<file path="src/rtl/cpu_sequencer.sv">
// cpu_sequencer
//   Multi-cycle control sequencer for the 16-bit, 4-register datapath.
//   Owns the program counter and instruction register, fetches over a
//   req/ack port, and steps each instruction through
//   FETCH -> DECODE -> EXECUTE -> MEM -> WB, halting on opcode 15.
//
// Ports
//   clk, rst_n          clock; synchronous active-low reset
//   imem_addr/req/ack/rdata   instruction fetch port (addr = pc)
//   instruction         latched instruction, feeds the decoder
//   dec_reg_write/mem_write/mem_to_reg   decoder strobes for the current instruction
//   branch_cond         ALU compare result, used in EXECUTE for opcodes 11/12
//   dmem_req/we/ack     data memory access port
//   reg_we              one-cycle register file write strobe
//   retire              one-cycle pulse when an instruction completes
//   halted              high in HALT
//   state               current state encoding (debug)
//   retired_cnt         wrapping count of retired instructions
module cpu_sequencer #(
    parameter int PC_W  = 8,
    parameter int CNT_W = 16
) (
    input  logic             clk,
    input  logic             rst_n,
    output logic [PC_W-1:0]  imem_addr,
    output logic             imem_req,
    input  logic             imem_ack,
    input  logic [15:0]      imem_rdata,
    output logic [15:0]      instruction,
    input  logic             dec_reg_write,
    input  logic             dec_mem_write,
    input  logic             dec_mem_to_reg,
    input  logic             branch_cond,
    output logic             dmem_req,
    output logic             dmem_we,
    input  logic             dmem_ack,
    output logic             reg_we,
    output logic             retire,
    output logic             halted,
    output logic [2:0]       state,
    output logic [CNT_W-1:0] retired_cnt
);

    typedef enum logic [2:0] {
        FETCH   = 3'd0,
        DECODE  = 3'd1,
        EXECUTE = 3'd2,
        MEM     = 3'd3,
        WB      = 3'd4,
        HALT    = 3'd5
    } state_t;

    state_t           cur_state;
    state_t           nxt_state;
    logic [PC_W-1:0]  pc;
    logic [15:0]      ir;
    logic [CNT_W-1:0] cnt;

    logic [3:0]       opcode;
    logic             is_branch;
    logic             is_mem;
    logic             taken;
    logic [PC_W-1:0]  pc_inc;
    logic [PC_W-1:0]  branch_off;

    assign opcode     = ir[15:12];
    assign is_branch  = (opcode == 4'd11) || (opcode == 4'd12);
    assign is_mem     = (opcode == 4'd0) || (opcode == 4'd1);
    assign taken      = (cur_state == EXECUTE) && is_branch && branch_cond;
    assign pc_inc     = pc + PC_W'(1);
    // Sign-extend the 8-bit offset to PC_W; the sum wraps modulo 2^PC_W.
    assign branch_off = PC_W'(signed'(ir[7:0]));

    assign imem_addr   = pc;
    assign instruction = ir;
    assign retired_cnt = cnt;
    assign state       = cur_state;

    // State register
    always_ff @(posedge clk) begin
        if (!rst_n) begin
            cur_state <= FETCH;
        end else begin
            cur_state <= nxt_state;
        end
    end

    // Next-state logic
    always_comb begin
        nxt_state = cur_state;
        unique case (cur_state)
            FETCH: begin
                if (imem_ack) nxt_state = DECODE;
            end
            DECODE: begin
                if (opcode == 4'd15)      nxt_state = HALT;
                else if (opcode == 4'd14) nxt_state = FETCH;
                else                      nxt_state = EXECUTE;
            end
            EXECUTE: begin
                if (is_branch)          nxt_state = FETCH;
                else if (is_mem)        nxt_state = MEM;
                else if (dec_reg_write) nxt_state = WB;
                else                    nxt_state = FETCH;
            end
            MEM: begin
                if (dmem_ack) nxt_state = dec_mem_to_reg ? WB : FETCH;
            end
            WB:      nxt_state = FETCH;
            HALT:    nxt_state = HALT;
            default: nxt_state = FETCH;
        endcase
    end

    // Output logic
    always_comb begin
        imem_req = 1'b0;
        dmem_req = 1'b0;
        dmem_we  = 1'b0;
        reg_we   = 1'b0;
        retire   = 1'b0;
        halted   = 1'b0;
        unique case (cur_state)
            FETCH:   imem_req = 1'b1;
            DECODE:  retire   = (opcode == 4'd15) || (opcode == 4'd14);
            EXECUTE: retire   = is_branch || (!is_mem && !dec_reg_write);
            MEM: begin
                dmem_req = 1'b1;
                dmem_we  = dec_mem_write;
                retire   = dmem_ack && !dec_mem_to_reg;
            end
            WB: begin
                reg_we = dec_reg_write;
                retire = 1'b1;
            end
            HALT:    halted = 1'b1;
            default: ;
        endcase
    end

    // Program counter, instruction register and retire counter
    always_ff @(posedge clk) begin
        if (!rst_n) begin
            pc  <= '0;
            ir  <= '0;
            cnt <= '0;
        end else begin
            if ((cur_state == FETCH) && imem_ack) ir <= imem_rdata;
            if (retire) begin
                cnt <= cnt + CNT_W'(1);
                pc  <= taken ? (pc_inc + branch_off) : pc_inc;
            end
        end
    end

endmodule

</file>
<file path="config.mk">
export PLATFORM = sky130hd
export DESIGN_NAME = cpu_sequencer
export DESIGN_NICKNAME = d
export VERILOG_FILES = /design/src/rtl/cpu_sequencer.sv
export SDC_FILE = /design/constraint.sdc
export NUM_CORES = 1
export LEC_CHECK = 0
export CAP_MARGIN = 20
export CORE_UTILIZATION = 51
export DETAILED_ROUTE_END_ITERATION = 8
export PLACE_DENSITY = 0.88
export SYNTH_ARGS = -nofsm -noshare
export SYNTH_HDL_FRONTEND = slang
export SYNTH_SLANG_ARGS = --single-unit
</file>
<file path="constraint.sdc">
create_clock -name clk -period 4 [get_ports clk]
set_input_delay 0.4 -clock clk [delete_from_list [all_inputs] [get_ports clk]]
set_output_delay 0.4 -clock clk [all_outputs]
set_load 0.01 [all_outputs]
</file>
=== Word level (Yosys, flattened, before mapping) ===
Index checks and enable logic that the tools add are counted.

* Multiplexer cells: 16
* Add/sub/neg operators: 3
* Reduce and logical (&&, ||, !) cells: 15
* Eq/ne operators: 12

{| class="wikitable"
|+ Operators by type and width
! cell !! count
|-
| $mux W3 || 7
|-
| $add A16 B1 Y16 const B || 1
|-
| $eq A4 B4 Y1 const B || 4
|-
| $pmux W3 S5 || 1
|-
| $add A8 B1 Y8 const B || 1
|-
| $add A8 B8 Y8 || 1
|-
| $mux W8 || 1
|-
| $eq A3 B2 Y1 const B || 2
|-
| $eq A3 B3 Y1 const B || 2
|-
| $logic_and A1 B1 Y1 || 5
|-
| $mux W1 || 5
|-
| $eq A4 B1 Y1 const B || 1
|-
| $logic_not A4 Y1 || 1
|-
| $logic_or A1 B1 Y1 || 4
|-
| $ne A2 B2 Y1 const B || 2
|-
| $pmux W1 S4 || 1
|-
| $eq A3 B1 Y1 const B || 1
|-
| $logic_not A1 Y1 || 3
|-
| $logic_not A3 Y1 || 1
|-
| $mux W2 || 1
|-
| $reduce_and A2 Y1 || 1
|}

* Output and inout port bits: 49
* Bits in registers: 43
* Logic and storage cells: 50
* Bits of input ports: 24

=== Longest topological paths before layout ===
* Word-level depth: 6
* Depth in mapped cells: 11
* Gate-level depth less buffers: 11

=== Worst setup path after synthesis ===
No wires, ideal clock.

* Path kind: register -> register
* From: register pc[0], in the netlist imem_addr[0]
* To: register pc[7], in the netlist imem_addr[7]
* Cell stages (with the launch flop): 12
* Data required time: 3882 ps
* Setup time: 118 ps
* Path buffers: 0
* Path slack: 1515 ps
* Data arrival time: 2368 ps
* Period minus slack after synthesis: 2485 ps
* Cells stage by stage: dfxtp_1 > ha_1 > nand2_1 > or2_2 > xnor2_1 > ha_1 > a21oi_1 > nand2_1 > o21ai_0 > xnor2_1 > a211o_1 > o2111a_1

* Longest elaborated chain between the ends: 3

{| class="wikitable"
|+ Ends and longest elaborated chain
! item !! line !! source
|-
| start: declaration || 55 || <nowiki>logic [PC_W-1:0] pc;</nowiki>
|-
| start signal: assignment || 151 || <nowiki>pc <= taken ? (pc_inc + branch_off) : pc_inc;</nowiki>
|-
| $add A8 B1 Y8 * || 70 || <nowiki>assign pc_inc = pc + PC_W'(1);</nowiki>
|-
| $add A8 B8 Y8 || 151 ||
|-
| $mux W8 * || 151 ||
|}

Every way passes the cells marked *; elsewhere a longest branch is shown, timed or not.
A chain may end at the register's enable or synchronous reset.

=== Worst setup path after layout ===
* From: register cur_state[0], in the netlist state[0]
* To: output retire

* Longest elaborated chain between the ends: 2
* Elaborated cells between the ends (all ways): 5
* Classes of those cells: 4 x eq/ne; 1 x mux

{| class="wikitable"
|+ Ends and longest elaborated chain
! item !! line !! source
|-
| start: declaration || 53 || <nowiki>state_t cur_state;</nowiki>
|-
| start signal: assignment || 84 || <nowiki>cur_state <= nxt_state;</nowiki>
|-
| $eq A3 B3 Y1 (tied with other cells) || 123 || <nowiki>unique case (cur_state)</nowiki>
|-
| $pmux W1 S4 * || 123 ||
|-
| end: declaration || 38 || <nowiki>output logic retire,</nowiki>
|}

Marks and branches as above.

==> reports/qor.txt <==
STATUS
----------------------------------------------------------------------------------------
Run status                                                                  finished, violations left
Failing checks                                                                       DRC

PLACEMENT
----------------------------------------------------------------------------------------
DP Worst Slack                                                                    995 ps
Gpl congestion                                                                     0.900
Total half-perimeter wirelength after legalization and detailed placement        4.30 mm
Post-placement cell count                                                            423
Total cell area at the placement stage                                       0.00317 mm²
Count of port buffers added during placement                                          72

STA
----------------------------------------------------------------------------------------
Final Critical Period                                                            3210 ps
Number of setup violations in the final report                                         0
Worst-case setup margin in the final layout                                       792 ps
Fmax achieved                                                                    312 MHz
Minimum hold slack                                                                462 ps
Post-route clock period utilization                                                80.2%
Final number of max-transition violations                                              0
Setup tns final                                                                     0 ps
Post-Route Skew                                                                  8.13 ps
Setup repair after global routing missed its margin                                false
Rel. slew slack                                                                    29.0%
Final Hold Viols                                                                       0
Actual slew at the worst max-slew pin                                            1060 ps

FLOW RUN
----------------------------------------------------------------------------------------
Max capacitance violation total                                                        0

CLOCK TREE
----------------------------------------------------------------------------------------
Number of buffers added by the clock tree synthesis step                               5
Clk pin slew, worst setup/hold paths                                               80 ps
Buffer depth of the longest clock path                                                 2
Clk Latency, worst-skew pair                                                      300 ps
Clock sink count                                                                      43
Deepest level of the CTS H-tree                                                        2
Number of gates given a new drive strength after cts                                   0
Clock tree from TritonCTS                                                            yes
Post-CTS setup buffer count                                                            0
Hold_buf cts                                                                           0
CTS root buffer                                                                 clkbuf_8

FINISH
----------------------------------------------------------------------------------------
Most used cells in the layout excluding fill and tap cells                  72 x clkdlybuf4s50_1, 51 x nand2_1, 43 x dfxtp_1, 32 x nor2_1, 27 x a21oi_1
Core occupancy in the finished layout                                              73.9%
Layout cells sized above 1                                                         3.96%
Register Area                                                                    861 µm²
Commonest non-fill, non-tap cell in the layout                              clkdlybuf4s50_1
Layout-stage area growth over the synthesis result                                 35.0%
Count of nets after finishing                                                        413
Final standard cell area without fillers                                     0.00330 mm²
Antenna fix cells                                                                      0
Area of combinational cells with multiple inputs                             0.00149 mm²
Final Instance Count excl. Fillers                                                   431
Count of filler cells inserted in the layout                                         360

POWER
----------------------------------------------------------------------------------------
PwrDens                                                                       460 mW/mm²
Post-layout power                                                                1.52 mW
Part of the total power dissipated in the clock network                            26.3%
Cell-internal power                                                              1.01 mW
Power share of the combinational group                                             35.6%
Relative contribution of sequential cells to total power                           38.0%
Sw power                                                                        0.513 mW
VDD IR-drop max                                                                 0.294 mV
Static leakage                                                                   1.23 nW
Net switching share of the total power                                             33.8%

DETAILED ROUTING
----------------------------------------------------------------------------------------
DRC violations left                                                                    3
Vias per Instance                                                                   5.63
Detailed-route wire length                                                       6.16 mm
Detail Route Antenna Nets                                                              0
Detailed-route wire length per cell                                              14.3 µm
Overall via count from detail_route                                                 2425
Number of iterations in the first detailed-routing pass                                7
1st-iter DRT viols                                                                   200

MIN PATH
----------------------------------------------------------------------------------------
Worst Hold Path Cells                                                                  2
Hold endpoint                                                               instruction[8]
Worst min-delay path class                                                  flop to flop
Worst Hold Launch                                                           instruction[8]

DIE
----------------------------------------------------------------------------------------
Total Die Area                                                               0.00508 mm²
Vertical extent of the die                                                       71.3 µm
Width of the die                                                                 71.3 µm
Placement Rows                                                                        24
Area of the placeable core                                                   0.00447 mm²
Starting density of the core                                                       54.7%
I/O pin count                                                                         73

GRT
----------------------------------------------------------------------------------------
First-pass GRT wire length                                                       10.0 mm
Number of antenna violations at the first check in global routing                      0
Total gr overflow                                                                      0
Vias in the first global route                                                      2236
Pin count of the biggest net entering global routing                                  34
Global routing usage summed across all routing layers                              24.8%

LOGIC SYNTHESIS
----------------------------------------------------------------------------------------
Synth Instances                                                                      313
Post-Syn Nets                                                                        348
Number of warning messages in the yosys log                                            0
Most used DFF post-synth                                                         dfxtp_1
Async set or reset register ratio after synthesis                                     0%
Number of unique standard cell types used by synthesis                                49
Post-Synthesis Cell Area                                                     0.00245 mm²
Sequential element share of the synthesized area                                   35.2%
Yosys reg bits                                                                        43
Syn_area_per_cell                                                               7.82 µm²
Count of flip-flops with a built-in enable after synthesis                             0

SETUP PATH
----------------------------------------------------------------------------------------
Worst EP arrival                                                                 2810 ps
Setup crit end kind                                                           output pin
Max FO, Critical Path                                                                 14
Launch instance of the worst register-to-register path                      imem_addr[0]
Worst reg-to-reg path cell count                                                      11
Kind of critical path                                                       flop to output pin
Endpoint of the worst register-to-register path                             imem_addr[7]
Setup slack of the most critical reg-to-reg path                                 1350 ps
Element type at the critical path start                                             flop
Critical path required time                                                      3600 ps

how the worst max path moves through the flow:
stage	start	to	slack [ps]	cells past startpoint
floorplan	imem_addr[0]	imem_addr[7]	1510	11
global placement	dec_reg_write	retire	1080	7
detailed placement	dec_reg_write	retire	990	7
CTS	state[0]	retire	830	7
global route	state[0]	retire	660	7
finish	state[0]	retire	790	7
area by class of cell:
| class | count | area share, % |
|---|---|---|
| multi-input combinational | 247 | 45.0 |
| sequential | 43 | 26.1 |
| tap | 52 | 1.97 |
| inverter | 8 | 0.909 |
| clock inverter | 2 | 1.82 |
| clock buffer | 6 | 2.20 |
| timing repair buffer | 73 | 22.0 |
per-layer routing:
layer  up-vias  GRT usage [%]  wire, µm
met5         -              0         0
met1      1098           30.6      2610
met4         0           8.89       102
met3        12           4.92       427
met2       102           43.0      3020
li1       1213              -         -
cells by family after synthesis:
| kind of cell | after synthesis | share of synthesized area (%) |
|---|---|---|
| AND/OR/NAND/NOR | 133 | 25.3 |
| AO/OA/AOI/OAI | 76 | 19.8 |
| flip-flops | 43 | 35.2 |
| XOR/XNOR | 24 | 8.59 |
| buffers and inverters | 23 | 4.04 |
| adder cells (fa/ha/maj) | 11 | 5.93 |
| multiplexers | 3 | 1.23 |
power by group through the flow:
stage | sequential (mW) | combinational (mW) | clock [mW]
finish | 0.578 | 0.542 | 0.400
global route | 0.591 | 0.594 | 0.419
CTS | 0.576 | 0.541 | 0.402
detailed placement | 0.584 | 0.533 | 0
global placement | 0.583 | 0.521 | 0
floorplan | 0.575 | 0.324 | 0
sequential cells by signal, indices dropped and copies added (netlist names):
signal       count
instruction     16
retired_cnt     16
imem_addr        8
state            3
critical path, stage by stage (launching register included):
cell             delay (ps)
dfxtp_1                 560
nor2b_2                 280
nand2_1                 130
o32ai_2                 250
buf_4                   220
nor2_2                  100
inv_1                   350
clkdlybuf4s50_1         630
Yosys cell counts (2+ instances only):
cell | count | area, µm²
a211oi_1 | 7 | 52.6
a21o_1 | 3 | 22.5
a21oi_1 | 27 | 135
and2_1 | 8 | 50.1
and3_1 | 2 | 12.5
buf_2 | 4 | 20.0
clkbuf_1 | 10 | 37.5
dfxtp_1 | 43 | 861
ha_1 | 10 | 125
inv_1 | 8 | 30.0
mux2i_1 | 3 | 30.0
nand2_1 | 51 | 191
nand3_1 | 12 | 60.1
nand4_1 | 4 | 25.0
nor2_1 | 32 | 120
nor2b_1 | 3 | 18.8
nor3_1 | 9 | 45.0
nor3b_1 | 2 | 15.0
o2111a_1 | 2 | 22.5
o2111ai_1 | 3 | 26.3
o211ai_1 | 2 | 15.0
o21a_1 | 2 | 15.0
o21ai_0 | 16 | 80.1
o21ai_1 | 2 | 10.0
o31ai_1 | 2 | 15.0
xnor2_1 | 12 | 105
xor2_1 | 12 | 105
Note: power is estimated with default switching activity, not from simulation.
